### src/rtl/rr_arbiter4_pkg.sv
// Shared constants, FSM encoding and one-hot helper for the 4-way round-robin arbiter.
package rr_arbiter4_pkg;

  localparam int NUM_REQ = 4;
  localparam int ID_W    = 2;

  typedef enum logic {
    IDLE = 1'b0,
    BUSY = 1'b1
  } state_t;

  function automatic logic [ID_W-1:0] onehot_to_idx(input logic [NUM_REQ-1:0] oh);
    logic [ID_W-1:0] idx;
    idx = '0;
    for (int i = 0; i < NUM_REQ; i++) begin
      if (oh[i]) idx = idx | ID_W'(i);
    end
    return idx;
  endfunction

endpackage

### src/rtl/rr_arbiter4_priority_pick4.sv
// Combinational masked lowest-set-bit picker: search starts at bit ptr, falls back
// to the whole request vector when nothing at or above ptr is requesting.
module priority_pick4
  import rr_arbiter4_pkg::*;
(
  input  logic [NUM_REQ-1:0] req,
  input  logic [ID_W-1:0]    ptr,
  output logic [NUM_REQ-1:0] onehot
);

  logic [NUM_REQ-1:0] mask;
  logic [NUM_REQ-1:0] masked;
  logic [NUM_REQ-1:0] masked_low;
  logic [NUM_REQ-1:0] req_low;

  // mask keeps bits ptr..3
  assign mask       = ~((NUM_REQ'(1) << ptr) - NUM_REQ'(1));
  assign masked     = req & mask;
  assign masked_low = masked & (~masked + NUM_REQ'(1));
  assign req_low    = req & (~req + NUM_REQ'(1));
  assign onehot     = (masked != '0) ? masked_low : req_low;

endmodule

### src/rtl/rr_arbiter4.sv
// Registered round-robin arbiter for 4 requesters with bounded grant tenure.
//  state | meaning
//  IDLE  | no grant outstanding, arbitrate from ptr on any request
//  BUSY  | grant held; release on drop or after MAX_HOLD cycles, re-arbitrate same edge
module rr_arbiter4
  import rr_arbiter4_pkg::*;
#(
  parameter int MAX_HOLD = 8,
  parameter int CNT_W    = 4
) (
  input  logic               CLK,
  input  logic               RESETN,
  input  logic [NUM_REQ-1:0] REQ,
  output logic [NUM_REQ-1:0] GNT,
  output logic               GNT_VALID,
  output logic [ID_W-1:0]    GNT_ID
);

  state_t             state, state_nxt;
  logic [ID_W-1:0]    ptr, ptr_nxt;
  logic [CNT_W-1:0]   hold_cnt, cnt_nxt;
  logic [NUM_REQ-1:0] gnt_nxt;
  logic [ID_W-1:0]    pick_ptr;
  logic [NUM_REQ-1:0] pick;

  // on release the search starts just after the current holder, wrapping 3 -> 0
  assign pick_ptr = (state == BUSY) ? GNT_ID + ID_W'(1) : ptr;

  priority_pick4 u_pick (
    .req    (REQ),
    .ptr    (pick_ptr),
    .onehot (pick)
  );

  always_comb begin
    state_nxt = state;
    ptr_nxt   = ptr;
    cnt_nxt   = hold_cnt;
    gnt_nxt   = GNT;
    unique case (state)
      IDLE: begin
        if (REQ != '0) begin
          gnt_nxt   = pick;
          cnt_nxt   = CNT_W'(1);
          state_nxt = BUSY;
        end
      end
      BUSY: begin
        if (REQ[GNT_ID] && (hold_cnt < CNT_W'(MAX_HOLD))) begin
          cnt_nxt = hold_cnt + CNT_W'(1);
        end else begin
          ptr_nxt = GNT_ID + ID_W'(1);
          gnt_nxt = pick;
          if (pick != '0) begin
            cnt_nxt = CNT_W'(1);
          end else begin
            cnt_nxt   = '0;
            state_nxt = IDLE;
          end
        end
      end
      default: state_nxt = IDLE;
    endcase
  end

  always_ff @(posedge CLK or negedge RESETN) begin
    if (!RESETN) begin
      state     <= IDLE;
      ptr       <= '0;
      hold_cnt  <= '0;
      GNT       <= '0;
      GNT_VALID <= 1'b0;
      GNT_ID    <= '0;
    end else begin
      state     <= state_nxt;
      ptr       <= ptr_nxt;
      hold_cnt  <= cnt_nxt;
      GNT       <= gnt_nxt;
      GNT_VALID <= |gnt_nxt;
      GNT_ID    <= onehot_to_idx(gnt_nxt);
    end
  end

endmodule
### config.mk
export PLATFORM = sky130hd
export DESIGN_NAME = rr_arbiter4
export DESIGN_NICKNAME = d
export VERILOG_FILES = /design/src/rtl/rr_arbiter4_pkg.sv /design/src/rtl/rr_arbiter4_priority_pick4.sv /design/src/rtl/rr_arbiter4.sv
export SDC_FILE = /design/constraint.sdc
export NUM_CORES = 1
export LEC_CHECK = 0
export ABC_AREA = 1
export BUFFER_PORTS_ARGS = -buffer_cell sky130_fd_sc_hd__buf_2
export CORE_UTILIZATION = 53
export DETAILED_ROUTE_END_ITERATION = 7
export GPL_TIMING_DRIVEN = 0
export MAX_ROUTING_LAYER = met4
export PLACE_DENSITY_LB_ADDON = 0.08
export SYNTH_ARGS = -nofsm -noshare
export SYNTH_HDL_FRONTEND = slang
export SYNTH_SLANG_ARGS = --single-unit
### constraint.sdc
create_clock -name CLK -period 1.55 [get_ports CLK]
set_input_delay 0.155 -clock CLK [delete_from_list [all_inputs] [get_ports CLK]]
set_output_delay 0.155 -clock CLK [all_outputs]
set_load 0.05 [all_outputs]
Word level (Yosys, flattened, before mapping)
Cells that the tools add are included.

cells by class
  add/sub/neg operators = 5
  $mul = 0
  div/mod/pow operators = 0
  order comparisons = 2
  equal/unequal tests = 1
  shifts and indexed selects = 1
  muxes and demuxes = 18
  bitwise logic cells = 8
  reduce and logical (&&, ||, !) cells = 6

operators by type and width
  operator               number
  $mux W4                5
  $pmux W4 S2            2
  $add A4 B1 Y4 const B  3
  $and A4 B4 Y4          3
  $not A4 Y4             3
  $reduce_bool A4 Y1     3
  $mux W1                6
  $mux W2                3
  $lt A4 B4 Y1 const B   1
  $reduce_or A4 Y1       1
  $shl A1 B2 Y4 const A  1
  $sub A4 B2 Y4 const B  1
  $lt A2 B3 Y1 const B   1
  $add A2 B1 Y2 const B  1
  $bmux W1 S2            1
  $ne A2 B2 Y1 const B   1
  $not A1 Y1             2
  $pmux W1 S2            1
  $reduce_and A2 Y1      1
  $logic_and A1 B1 Y1    1

word-level totals
  flip-flop bits (word level) = 14
  bits in latches = 0
  RAM bits = 0
  ROM bits = 0
  bits of input ports = 6
  output and inout port bits = 7
  word-level logic and storage cells = 47
  memories kept = 0

Depth between registers and ports, before layout
Gate-level depths: netlist of the first run.

  word-level depth = 15
  gate-level depth with buffers = 12
  mapped depth without buffers = 12

By module
Synthesis of the first run repeated with hierarchy kept, for this count alone.

unflattened totals
  cells, all modules = 113
  area, all modules = 863.3 sq um

modules (own cells, without submodules)
  module          times used  cells each  area an instance (sq um)  sequential area each (sq um)
  rr_arbiter4     1           92          768.2                     350.3
  priority_pick4  1           21          95.1                      0.0

Worst setup path before layout of the first run
No wires, ideal clock.

  kind = flip-flop to flip-flop
  start = register GNT_ID[0]
  end = register GNT_VALID
  library setup time = 126 ps
  arrival time = 1474 ps
  required time = 1424 ps
  path slack = -50 ps
  stages on the path, launching flop included = 12
  path buffers = 0
  period minus slack after synthesis = 1600 ps
  cell sequence = dfrtp_1 > inv_2 > nand2_2 > nand3_1 > nand2_2 > o21ai_2 > nand3_1 > nand2_1 > nand2_2 > nand2_2 > inv_2 > nand3_2

on the way
  cells in the longest elaborated chain, start to end = 13
  elaborated cells between the ends (all ways) = 18
  classes of those cells = add/sub (3); shift (1); mux (7); bitwise (4); reduce/logical (3)

ends and longest elaborated chain
  element                     RTL line                              RTL
  start, declared             rr_arbiter4.sv:16                     output logic [ID_W-1:0] GNT_ID
  start signal, assigned      rr_arbiter4.sv:80                     GNT_ID <= onehot_to_idx(gnt_nxt);
  $add A2 B1 Y2               rr_arbiter4.sv:27                     assign pick_ptr = (state == BUSY) ? GNT_ID + ID_W'(1) : ptr;
  $mux W2                     rr_arbiter4.sv:27
  $shl A1 B2 Y4               rr_arbiter4_priority_pick4.sv:17      assign mask = ~((NUM_REQ'(1) << ptr) - NUM_REQ'(1));
  $sub A4 B2 Y4               rr_arbiter4_priority_pick4.sv:17
  $not A4 Y4                  rr_arbiter4_priority_pick4.sv:17
  $and A4 B4 Y4               rr_arbiter4_priority_pick4.sv:18      assign masked = req & mask;
  $not A4 Y4                  rr_arbiter4_priority_pick4.sv:19      assign masked_low = masked & (~masked + NUM_REQ'(1));
  $add A4 B1 Y4               rr_arbiter4_priority_pick4.sv:19
  $and A4 B4 Y4               rr_arbiter4_priority_pick4.sv:19
  $mux W4                     rr_arbiter4_priority_pick4.sv:21      assign onehot = (masked != '0) ? masked_low : req_low;
  $mux W4 (on tied branches)  rr_arbiter4.sv:49, rr_arbiter4.sv:42
  $pmux W4 S2 (*)             rr_arbiter4.sv:40                     unique case (state)
  $reduce_or A4 Y1 (*)        rr_arbiter4.sv:79                     GNT_VALID <= |gnt_nxt;
  end signal, assigned        rr_arbiter4.sv:79
  end, declared               rr_arbiter4.sv:15                     output logic GNT_VALID,

Every way passes the cells marked *; elsewhere a longest branch is shown, timed or not. The select of a mux whose other input is x is not followed.
A chain may end at the register's enable or synchronous reset.

Final worst setup path of the first run
  start = register state
  end = register GNT_VALID

on the way
  cells in the longest elaborated chain, start to end = 12
  elaborated cells between the ends (all ways) = 15
  classes of those cells = add/sub (2); shift (1); mux (5); bitwise (5); reduce/logical (2)

ends and longest elaborated chain
  element                     RTL line                              RTL
  start, declared             rr_arbiter4.sv:19                     state_t state, state_nxt;
  start signal, assigned      rr_arbiter4.sv:75                     state <= state_nxt;
  $mux W2                     rr_arbiter4.sv:27
  $shl A1 B2 Y4               rr_arbiter4_priority_pick4.sv:17
  $sub A4 B2 Y4               rr_arbiter4_priority_pick4.sv:17
  $not A4 Y4                  rr_arbiter4_priority_pick4.sv:17
  $and A4 B4 Y4               rr_arbiter4_priority_pick4.sv:18
  $not A4 Y4                  rr_arbiter4_priority_pick4.sv:19
  $add A4 B1 Y4               rr_arbiter4_priority_pick4.sv:19
  $and A4 B4 Y4               rr_arbiter4_priority_pick4.sv:19
  $mux W4                     rr_arbiter4_priority_pick4.sv:21
  $mux W4 (on tied branches)  rr_arbiter4.sv:49, rr_arbiter4.sv:42
  $pmux W4 S2 (*)             rr_arbiter4.sv:40
  $reduce_or A4 Y1 (*)        rr_arbiter4.sv:79

Every way passes the cells marked *; elsewhere a longest branch is shown, timed or not.

==> run metrics, run 1 <==
DRC viols=0; Post-DP HPWL=1210 µm; drt total wl=1490 µm; share of the synthesized area in the top cell type=44.8%; Top FF cell, synth=dfrtp_1; Synth area leader=dfrtp_1; Sw Ratio=51.3%; final setup margin=0.150 ns; Setup Skew=0.00143 ns; Slew @ Worst Pin=0.299 ns; Final Net Count=124; WP data arrival=1.56 ns; Starting Density=58.6%; clock slew at reported path FFs=0.08 ns; clock power share=12.0%; cell mode on critical path=nand3_1; Placer Congestion=0.770; Async SR Flop Fraction=100%; die width=40.4 µm; Reg power frac=29.1%; CP delay by family, top=simple AND/OR/NAND/NOR gates; slowest stage cell, crit path=dfrtp_2; maximum VDD drop=1.14 mV; gr ovfl total=0; routed vias/inst=5.18; Filler cells=118; first-pass GRT wire length=2340 µm; max-cap violations=0; worst skew pair latency=0.27 ns; GRT Total Usage=23.0%; 1st-iter DRT viols=9; drt pass-1 iters=4; final hold vios=0; Placement Rows=13; die area=1630 µm²; Diodes inserted=0; htree depth=1; Place WS=0.127 ns; vias in the first global route=583; Core ar.=1330 µm²; synth unique cells=20; largest net degree at the start of global routing=15; Final ANT Viol Nets=0; most frequent cells after synthesis=20 x nand2_1, 14 x dfrtp_1, 13 x inv_1; fin crit share=90.3%; Max Root-Sink Buffers=2; input/output buffers=12; via count=678; routed length per instance=11.4 µm; CP max FO=6; pwr dens=2310 nW/µm²; register area share after synthesis=44.8%; critical path endpoint category=flip-flop; #FFs+latches synth=14; fraction of final layout cells sized beyond drive strength 1=38.8%; IO Pins=13; antenna violations before repair=0; Die Y-Extent=40.4 µm; CTS Sinks=14; Startpoint Class=flip-flop; final worst path period need=1.40 ns; Mapped Cells=98; Area contributors post-synth=dfrtp_1 45%, nand2_1 9.6%, nand3_1 7.7%; CTS tree=done; worst-path cell chain=inv_2 -> nand2_1 -> nand3_1 -> nand2_1 -> nand3_1 -> nand3_1 -> o21ai_1 -> nand3_2; root buffer cell=clkbuf_4; CP Buf/Inv Count=1; critical path type=flip-flop to flip-flop; setup TNS=0 ns; # setup viols final=0; Comb pwr share=58.9%; count leader, synth=nand2_1; NetSw=1090 µW; Post-synth EDFFs=0; syn avg cell area=7.98 µm²; cts bufs inserted=3; cell area after synthesis=782 µm²; synthesis-to-layout area growth=18.1%; Ys Warns=0; CP max stage delay=0.45 ns; P_leak=0.000497 µW; worst path required time=1.71 ns; Min-Delay Path Class=input pin to flip-flop; RSZ-0062 raised after global routing=false; Slew headroom=80.1%; Fmax=714 MHz; Net Count, Synth=105; Pins Over Slew Limit=0; status=finished, final reports clean; Int Power=1040 µW
[cells by family (layout without fill, tap and decap cells)]
kind of cell	Yosys count	in the layout	share of synthesized area, %
and+or+nand+nor	52	52	34.7
buffers and inverters	20	38	9.60
DFF	14	14	44.8
AOI/OAI and AO/OA	10	10	8.16
adders and majority gates	1	1	1.60
xor gates and xnor gates	1	1	1.12
[layout make-up]
cell class	count	area (µm²)	share of cell area (%)
well taps	15	18.8	2.03
repair buffers	14	77.6	8.40
multi-input cells	64	359	38.9
clock buffers	4	36.3	3.93
inverters	20	77.6	8.40
flip-flops and latches	14	354	38.3
[worst register-to-register path, cell delays in order (launching register included)]
cell	delay, ns
dfrtp_2	0.45
inv_2	0.13
nand2_1	0.12
nand3_1	0.10
nand2_1	0.10
nand3_1	0.10
nand3_1	0.06
o21ai_1	0.14
nand3_2	0.09
[power by group through the flow]
| stage | logic (µW) | registers [µW] | clock network [µW] |
|---|---|---|---|
| floorplan | 698 | 899 | 0 |
| global placement | 1180 | 624 | 0 |
| detailed placement | 1220 | 632 | 0 |
| CTS | 1230 | 625 | 264 |
| global route | 1400 | 639 | 282 |
| finish | 1260 | 620 | 256 |
[registers in the layout, summed over array words and instances (netlist names)]
signal     flops
hold_cnt       4
GNT            4
GNT_VALID      1
ptr            2
GNT_ID         2
state          1
[worst paths after layout]
kind	startpoint	to	slack, ns	cells after the start
max	state	GNT_VALID	0.15	8
min	REQ[2]	state	0.16	3
min in group asynchronous	RESETN	ptr[0]	0.29	2
max reg2reg	state	GNT_VALID	0.15	8
max in group asynchronous	RESETN	GNT_ID[0]	1.01	2
min reg2reg	ptr[1]	ptr[1]	0.52	2
[cell usage in the layout, fill, tap and decap left out]
cell type / count
a21oi_1: 2
a32o_1: 1
buf_2: 12
buf_4: 1
clkbuf_4: 3
clkbuf_8: 1
dfrtp_1: 11
dfrtp_2: 3
dlygate4sd3_1: 1
ha_1: 1
inv_1: 13
inv_2: 6
inv_4: 1
nand2_1: 19
nand2_2: 10
nand3_1: 12
nand3_2: 4
nand4_1: 1
nor2_1: 3
nor2_2: 1
nor2_4: 1
nor3_1: 1
o21ai_0: 3
o21ai_1: 1
o21ai_2: 2
o22ai_1: 1
xnor2_1: 1
[repair_timing]
action | CTS | global route
resized for setup | 0 | 3
setup endpoints to repair | 0 | 1
hold buffers | 1 | 0
hold endpoints to repair | 14 | 0
buffers inserted | 0 | 1
[stage by stage]
stage / cells / cell area [µm²] / total power [µW] / util (%) / hold WS, ns
finish: 131 / 923 / 2130 / 69.2 / 0.161
floorplan: 98 / 785 / 1600 / - / -0.141
CTS: 130 / 910 / 2120 / 68.2 / 0.154
global route: 131 / 923 / 2320 / 69.2 / 0.161
detailed placement: 125 / 863 / 1860 / 64.7 / 0.0606
global placement: 125 / 863 / 1810 / 64.7 / 0.0594
[routing by layer]
layer	GRT usage, %	part of all wire (%)	vias up	wire length (µm)
met2	35.3	51	13	759
met4	10.0	0.34	0	5
li1	-	-	347	-
met3	5.00	3.3	2	49
met1	29.1	45	316	674
met5	-	0	-	0
Power figures use the tool's default switching activity.
==> inputs of run 2 (changes only) <==
clock period = 1.3 ns   (was 1.55 ns; I/O delays follow)
==> run metrics, run 2 (synthesis results as in run 1) <==
CTS Sinks=14 (unchanged); IO Pins=13 (unchanged); Fin Hold WS=0.165 ns (+0.00404 ns); Cell Area, Placed=868 µm² (+0.58%); 1st-iter DRT viols=27 (+18); DRC viols=0 (unchanged); fraction of final layout cells sized beyond drive strength 1=56.1% (+17 points); Min-Delay Path Class=input pin to flip-flop; failing checks=setup timing; input/output buffers=12 (unchanged); status=finished, violations left; critical path type=flip-flop to flip-flop; worst skew pair latency=0.27 ns (about the same); P_leak=0.000557 µW (+12%); final worst path period need=1.39 ns (-0.0116 ns); maximum VDD drop=1.57 mV (+37%); largest registers=GNT: 4 flops, hold_cnt: 4 flops; Post-DP HPWL=1170 µm (-3.4%); vias in the first global route=609 (+4.5%); FF+latch area=354 µm² (unchanged); Core ar.=1330 µm² (unchanged); routed length per instance=13.2 µm (+16%); Die Y-Extent=40.4 µm (unchanged); RSZ-0062 raised after global routing=true; Fmax=720 MHz (+0.83%); final core occ=82.0% (+13 points); Startpoint Class=flip-flop; Design Area, Final=1090 µm² (+18%); drt total wl=1820 µm (+22%); worst path required time=1.52 ns (-0.19 ns); Diodes inserted=0 (unchanged); worst reg2reg path startpoint=state; fin crit share=107% (+16 points); Placement Rows=13 (unchanged); setup TNS=-0.213 ns (-0.213 ns); flop2flop setup slack=-0.09 ns (-0.24 ns); max-cap violations=0 (unchanged); die area=1630 µm² (unchanged); Final ANT Viol Nets=0 (unchanged); Int Power=1420 µW (+37%); Final Net Count=131 (+5.6%); NetSw=1570 µW (+43%); WHS Path Cells=3 (unchanged); htree depth=1 (unchanged); Reg power frac=25.3% (-3.8 points); hold path startpoint=REQ[2]; synthesis-to-layout area growth=39.8%; final hold vios=0 (unchanged); largest net degree at the start of global routing=15 (unchanged); cts bufs inserted=3 (unchanged); final setup margin=-0.0888 ns (-0.238 ns); die width=40.4 µm (unchanged); Starting Density=58.6% (unchanged); CTS tree=done; GRT Total Usage=23.6% (+0.54 points); first-pass GRT wire length=2450 µm (+4.7%); Total Power=2990 µW (+40%); Slew @ Worst Pin=0.309 ns (+0.0101 ns); clock power share=8.5% (-3.5 points); # setup viols final=6 (+6); r2r endpoint=GNT_VALID; commonest non-fill, non-tap cells in the layout=13 x nand2_2, 12 x inv_1, 12 x buf_2, 11 x dfrtp_1, 11 x nand2_1; WP data arrival=1.61 ns (+0.05 ns); most common cell after layout, fill and taps aside=nand2_2; Max Root-Sink Buffers=2 (unchanged); Slew headroom=79.4% (-0.68 points); via count=740 (+9.1%); Sw Ratio=52.4% (+1.1 points); hold endpoint=state; routed vias/inst=5.36 (+3.6%); clock slew at reported path FFs=0.09 ns (about the same); drt pass-1 iters=4 (unchanged); gr ovfl total=0 (unchanged); critical path endpoint category=flip-flop; Comb pwr share=66.2% (+7.3 points); root buffer cell=clkbuf_4; Pins Over Slew Limit=0 (unchanged); Worst R2R Path Depth=11 (+3); pwr dens=2730 nW/µm² (+18%); antenna violations before repair=0 (unchanged); CP max FO=5 (-1); Setup Skew=0.00717 ns (+0.00574 ns); Placer Congestion=0.744 (-3.4%); area of the multi-input gates=475 µm² (+32%); Filler cells=82 (-31%)
[run 2: power by group through the flow]
stage	Clock [µW]	Combinational, µW	Sequential (µW)
floorplan	0	846	1070
global placement	0	1430	743
detailed placement	0	1460	754
CTS	252	1680	746
global route	269	2140	775
finish	253	1980	757
[run 2: final cells by class]
type / count / area share [%]
multi-input combinational: 64 / 43.5
sequential: 14 / 32.4
timing repair buffer: 21 / 12.2
inverter: 20 / 7.78
clock buffer: 4 / 2.40
tap: 15 / 1.72
[run 2: worst max path at each step]
stage                           end  cells after the start      start  slack [ns]
final                     GNT_VALID                     11      state       -0.09
after floorplan           GNT_VALID                      9  GNT_ID[0]       -0.12
after global routing      GNT_VALID                     11  GNT_ID[0]       -0.17
after global placement    GNT_VALID                     12  GNT_ID[0]       -0.08
after detailed placement  GNT_VALID                     12  GNT_ID[0]       -0.13
after CTS                 GNT_VALID                     12  GNT_ID[0]       -0.08
[run 2: metrics by stage]
stage | cells | setup slack [ns]
after floorplan | 98 | -0.118
after global placement | 125 | -0.0828
after detailed placement | 125 | -0.126
after CTS | 135 | -0.0829
after global routing | 138 | -0.173
final | 138 | -0.0888
[run 2: repair_timing]
item,4_1_cts,5_1_grt
buffers inserted,5,3
endpoints found under the setup margin,7,11
resized for setup,11,24
hold buffers,1,0
pin swaps,4,13
endpoints found under the hold margin,14,0
[run 2: per-layer routing]
layer | share of wire (%) | up-vias | track usage (%) | routed length [µm]
met5 | 0 | - | - | 0
met4 | 0.66 | 0 | 5.00 | 12
met3 | 4.0 | 2 | 5.00 | 73
met2 | 50 | 22 | 38.9 | 915
met1 | 45 | 353 | 29.6 | 822
li1 | - | 363 | - | -
[run 2: worst max-delay path, stage by stage (launching register included)]
cell and delay (ns):
dfrtp_2 0.46, inv_4 0.10, nand2_2 0.06, nand2_4 0.09
nor2_4 0.04, o21ai_4 0.19, nand3_2 0.10, nand2_2 0.09
nand2_4 0.06, nand2_2 0.07, inv_2 0.03, nand3_2 0.04
==> inputs of run 3 (changes only) <==
CORE_UTILIZATION = 54   (was 53)
SYNTH_HIERARCHICAL = 1   (was unset)
==> run metrics, run 3 <==
count leader, synth=nand2_1; synth unique cells=22 (+10%); critical path endpoint category=flip-flop; worst path required time=1.52 ns (about the same); Core ar.=1510 µm² (+13%); Mapped Cells=113 (+15%); vias in the first global route=789 (+30%); final hold vios=0 (unchanged); Net Count, Synth=120 (+14%); first-pass GRT wire length=3260 µm (+33%); Top FF cell, synth=dfrtp_1; syn avg cell area=7.64 µm² (-4.3%); routed vias/inst=5.55 (+3.4%); maximum VDD drop=1.79 mV (+14%); Worst R2R Path Depth=14 (+3); CP delay by family, top=simple AND/OR/NAND/NOR gates; gr ovfl total=0 (unchanged); register area share after synthesis=40.6% (-4.2 points); Final Net Count=153 (+17%); Synth area leader=dfrtp_1; Max Root-Sink Buffers=2 (unchanged); routed length per instance=14.0 µm (+6.2%); CP max FO=4 (-1); final core occ=81.5% (-0.51 points); max-cap violations=0 (unchanged); CP Buf/Inv Count=2 (unchanged); # setup viols final=14 (+8); final worst path period need=1.93 ns (+0.542 ns); Total Power=3610 µW (+21%); Starting Density=57.3% (-1.3 points); die area=1760 µm² (+7.9%); worst skew pair latency=0.27 ns (about the same); Area contributors post-synth=dfrtp_1 41%, nand2_1 10%, nand3_2 8.1%; Fin Hold WS=0.278 ns (+0.113 ns); share of the synthesized area in the top cell type=40.6% (-4.2 points); htree depth=1 (unchanged); drt total wl=2260 µm (+24%); antenna violations before repair=0 (unchanged); slowest stage cell, crit path=dfrtp_2; clock slew at reported path FFs=0.08 ns (about the same); Startpoint Class=flip-flop; r2r endpoint=hold_cnt[0]; root buffer cell=clkbuf_4; Post-DP HPWL=1300 µm (+12%); most frequent cells after synthesis=24 x nand2_1, 16 x nor2_1, 15 x inv_1; cell area after synthesis=863 µm² (+10%); cts bufs inserted=3 (unchanged); Die Y-Extent=42.0 µm (+3.9%); GRT Total Usage=25.6% (+2.0 points); pwr dens=2940 nW/µm² (+7.7%); largest registers=GNT: 4 flops, hold_cnt: 4 flops; failing checks=setup timing; IO Pins=13 (unchanged); synthesis-to-layout area growth=42.2%; Slew @ Worst Pin=0.388 ns (+0.0790 ns); setup TNS=-5.90 ns (-5.68 ns); #FFs+latches synth=14 (unchanged); cell mode on critical path=nand2_1; Post-synth EDFFs=0 (unchanged); Pins Over Slew Limit=0 (unchanged); commonest non-fill, non-tap cells in the layout=17 x nand2_1, 12 x dfrtp_1, 12 x inv_1, 12 x buf_4, 11 x buf_2; critical path type=flip-flop to flip-flop; flop2flop setup slack=-0.63 ns (-0.54 ns); fraction of final layout cells sized beyond drive strength 1=49.7% (-6.4 points); input/output buffers=12 (unchanged); Ys Warns=6 (+6); Async SR Flop Fraction=100% (unchanged); die width=42.0 µm (+3.9%); drt pass-1 iters=4 (unchanged); status=finished, violations left; CP max stage delay=0.43 ns (-0.03 ns); Placement Rows=14 (+1); CTS Sinks=14 (unchanged); most common cell after layout, fill and taps aside=nand2_1; via count=893 (+21%); Fmax=518 MHz (-28%); WP data arrival=2.15 ns (+0.54 ns); worst-path cell chain=xor2_2 -> nand2_1 -> o21ai_4 -> nor2_4 -> nand2_2 -> o21ai_2 -> a21oi_2 -> inv_2 -> buf_6 -> nand4_1 -> nor2_1 -> nor2_2 -> nand2_1 -> nand2_1; fin crit share=149% (+42 points); Slew headroom=74.1% (-5.3 points); largest net degree at the start of global routing=15 (unchanged); RSZ-0062 raised after global routing=true; Final ANT Viol Nets=0 (unchanged); 1st-iter DRT viols=24 (-11%); Min-Delay Path Class=input pin to async pin; worst reg2reg path startpoint=GNT_ID[0]; Diodes inserted=0 (unchanged); Setup Skew=0.00138 ns (-0.00579 ns); P_leak=0.000612 µW (+9.9%); CTS tree=done; DRC viols=0 (unchanged); Placer Congestion=0.857 (+15%); final setup margin=-0.631 ns (-0.542 ns)
run 3: cells by family after synthesis:
family	Yosys count	synth area share, %
and+or+nand+nor	64	38.1
adders and majority gates	1	1.45
buffers and inverters	17	7.53
DFF	14	40.6
xor gates and xnor gates	2	2.03
AOI/OAI and AO/OA	15	10.3
run 3: final cells by class:
type / instances / area, µm²
Timing Repair Buffer: 28 / 208
Multi-Input combinational cell: 82 / 553
Sequential cell: 14 / 353
Clock buffer: 4 / 26.3
Buffer: 1 / 7.51
Tap cell: 16 / 20.0
Fill cell: 103 / 279
Inverter: 16 / 60.1
run 3: how the worst max path moves through the flow:
stage	from	to	slack, ns	cells after the start
3_5_place_dp	GNT_ID[0]	GNT_ID[1]	-0.60	12
4_1_cts	GNT_ID[1]	GNT_ID[1]	-0.56	12
6_report	GNT_ID[0]	hold_cnt[0]	-0.63	14
3_3_place_gp	GNT_ID[0]	GNT_ID[1]	-0.58	12
2_1_floorplan	GNT_ID[1]	GNT_ID[1]	-0.59	12
5_1_grt	GNT_ID[0]	hold_cnt[0]	-0.73	14
run 3: timing repair:
| item | CTS | global route |
|---|---|---|
| endpoints found under the setup margin | 10 | 15 |
| resized for setup | 6 | 30 |
| buffers inserted | 9 | 6 |
| pin swaps | 11 | 18 |
| hold buffers | 1 | 0 |
| endpoints found under the hold margin | 14 | 0 |
run 3: where the power goes:
group	switching (µW)	total, µW	internal, µW
Combinational	1570	2600	1030
Sequential	124	757	633
Clock	133	252	119
Total	1830	3610	1780
run 3: per-layer routing:
layer  GRT usage [%]  up-vias  share of wire (%)
li1                -      436                  -
met1            29.2      419                 42
met2            43.4       34                 52
met3            4.31        4                3.3
met4            12.3        0                1.9
met5               -        -                  0
run 3: stage by stage:
stage / cells / cell area [µm²] / setup slack [ns]
floorplan: 113 / 878 / -0.588
global placement: 141 / 958 / -0.585
detailed placement: 141 / 958 / -0.603
CTS: 155 / 1080 / -0.564
global route: 161 / 1230 / -0.732
finish: 161 / 1230 / -0.631
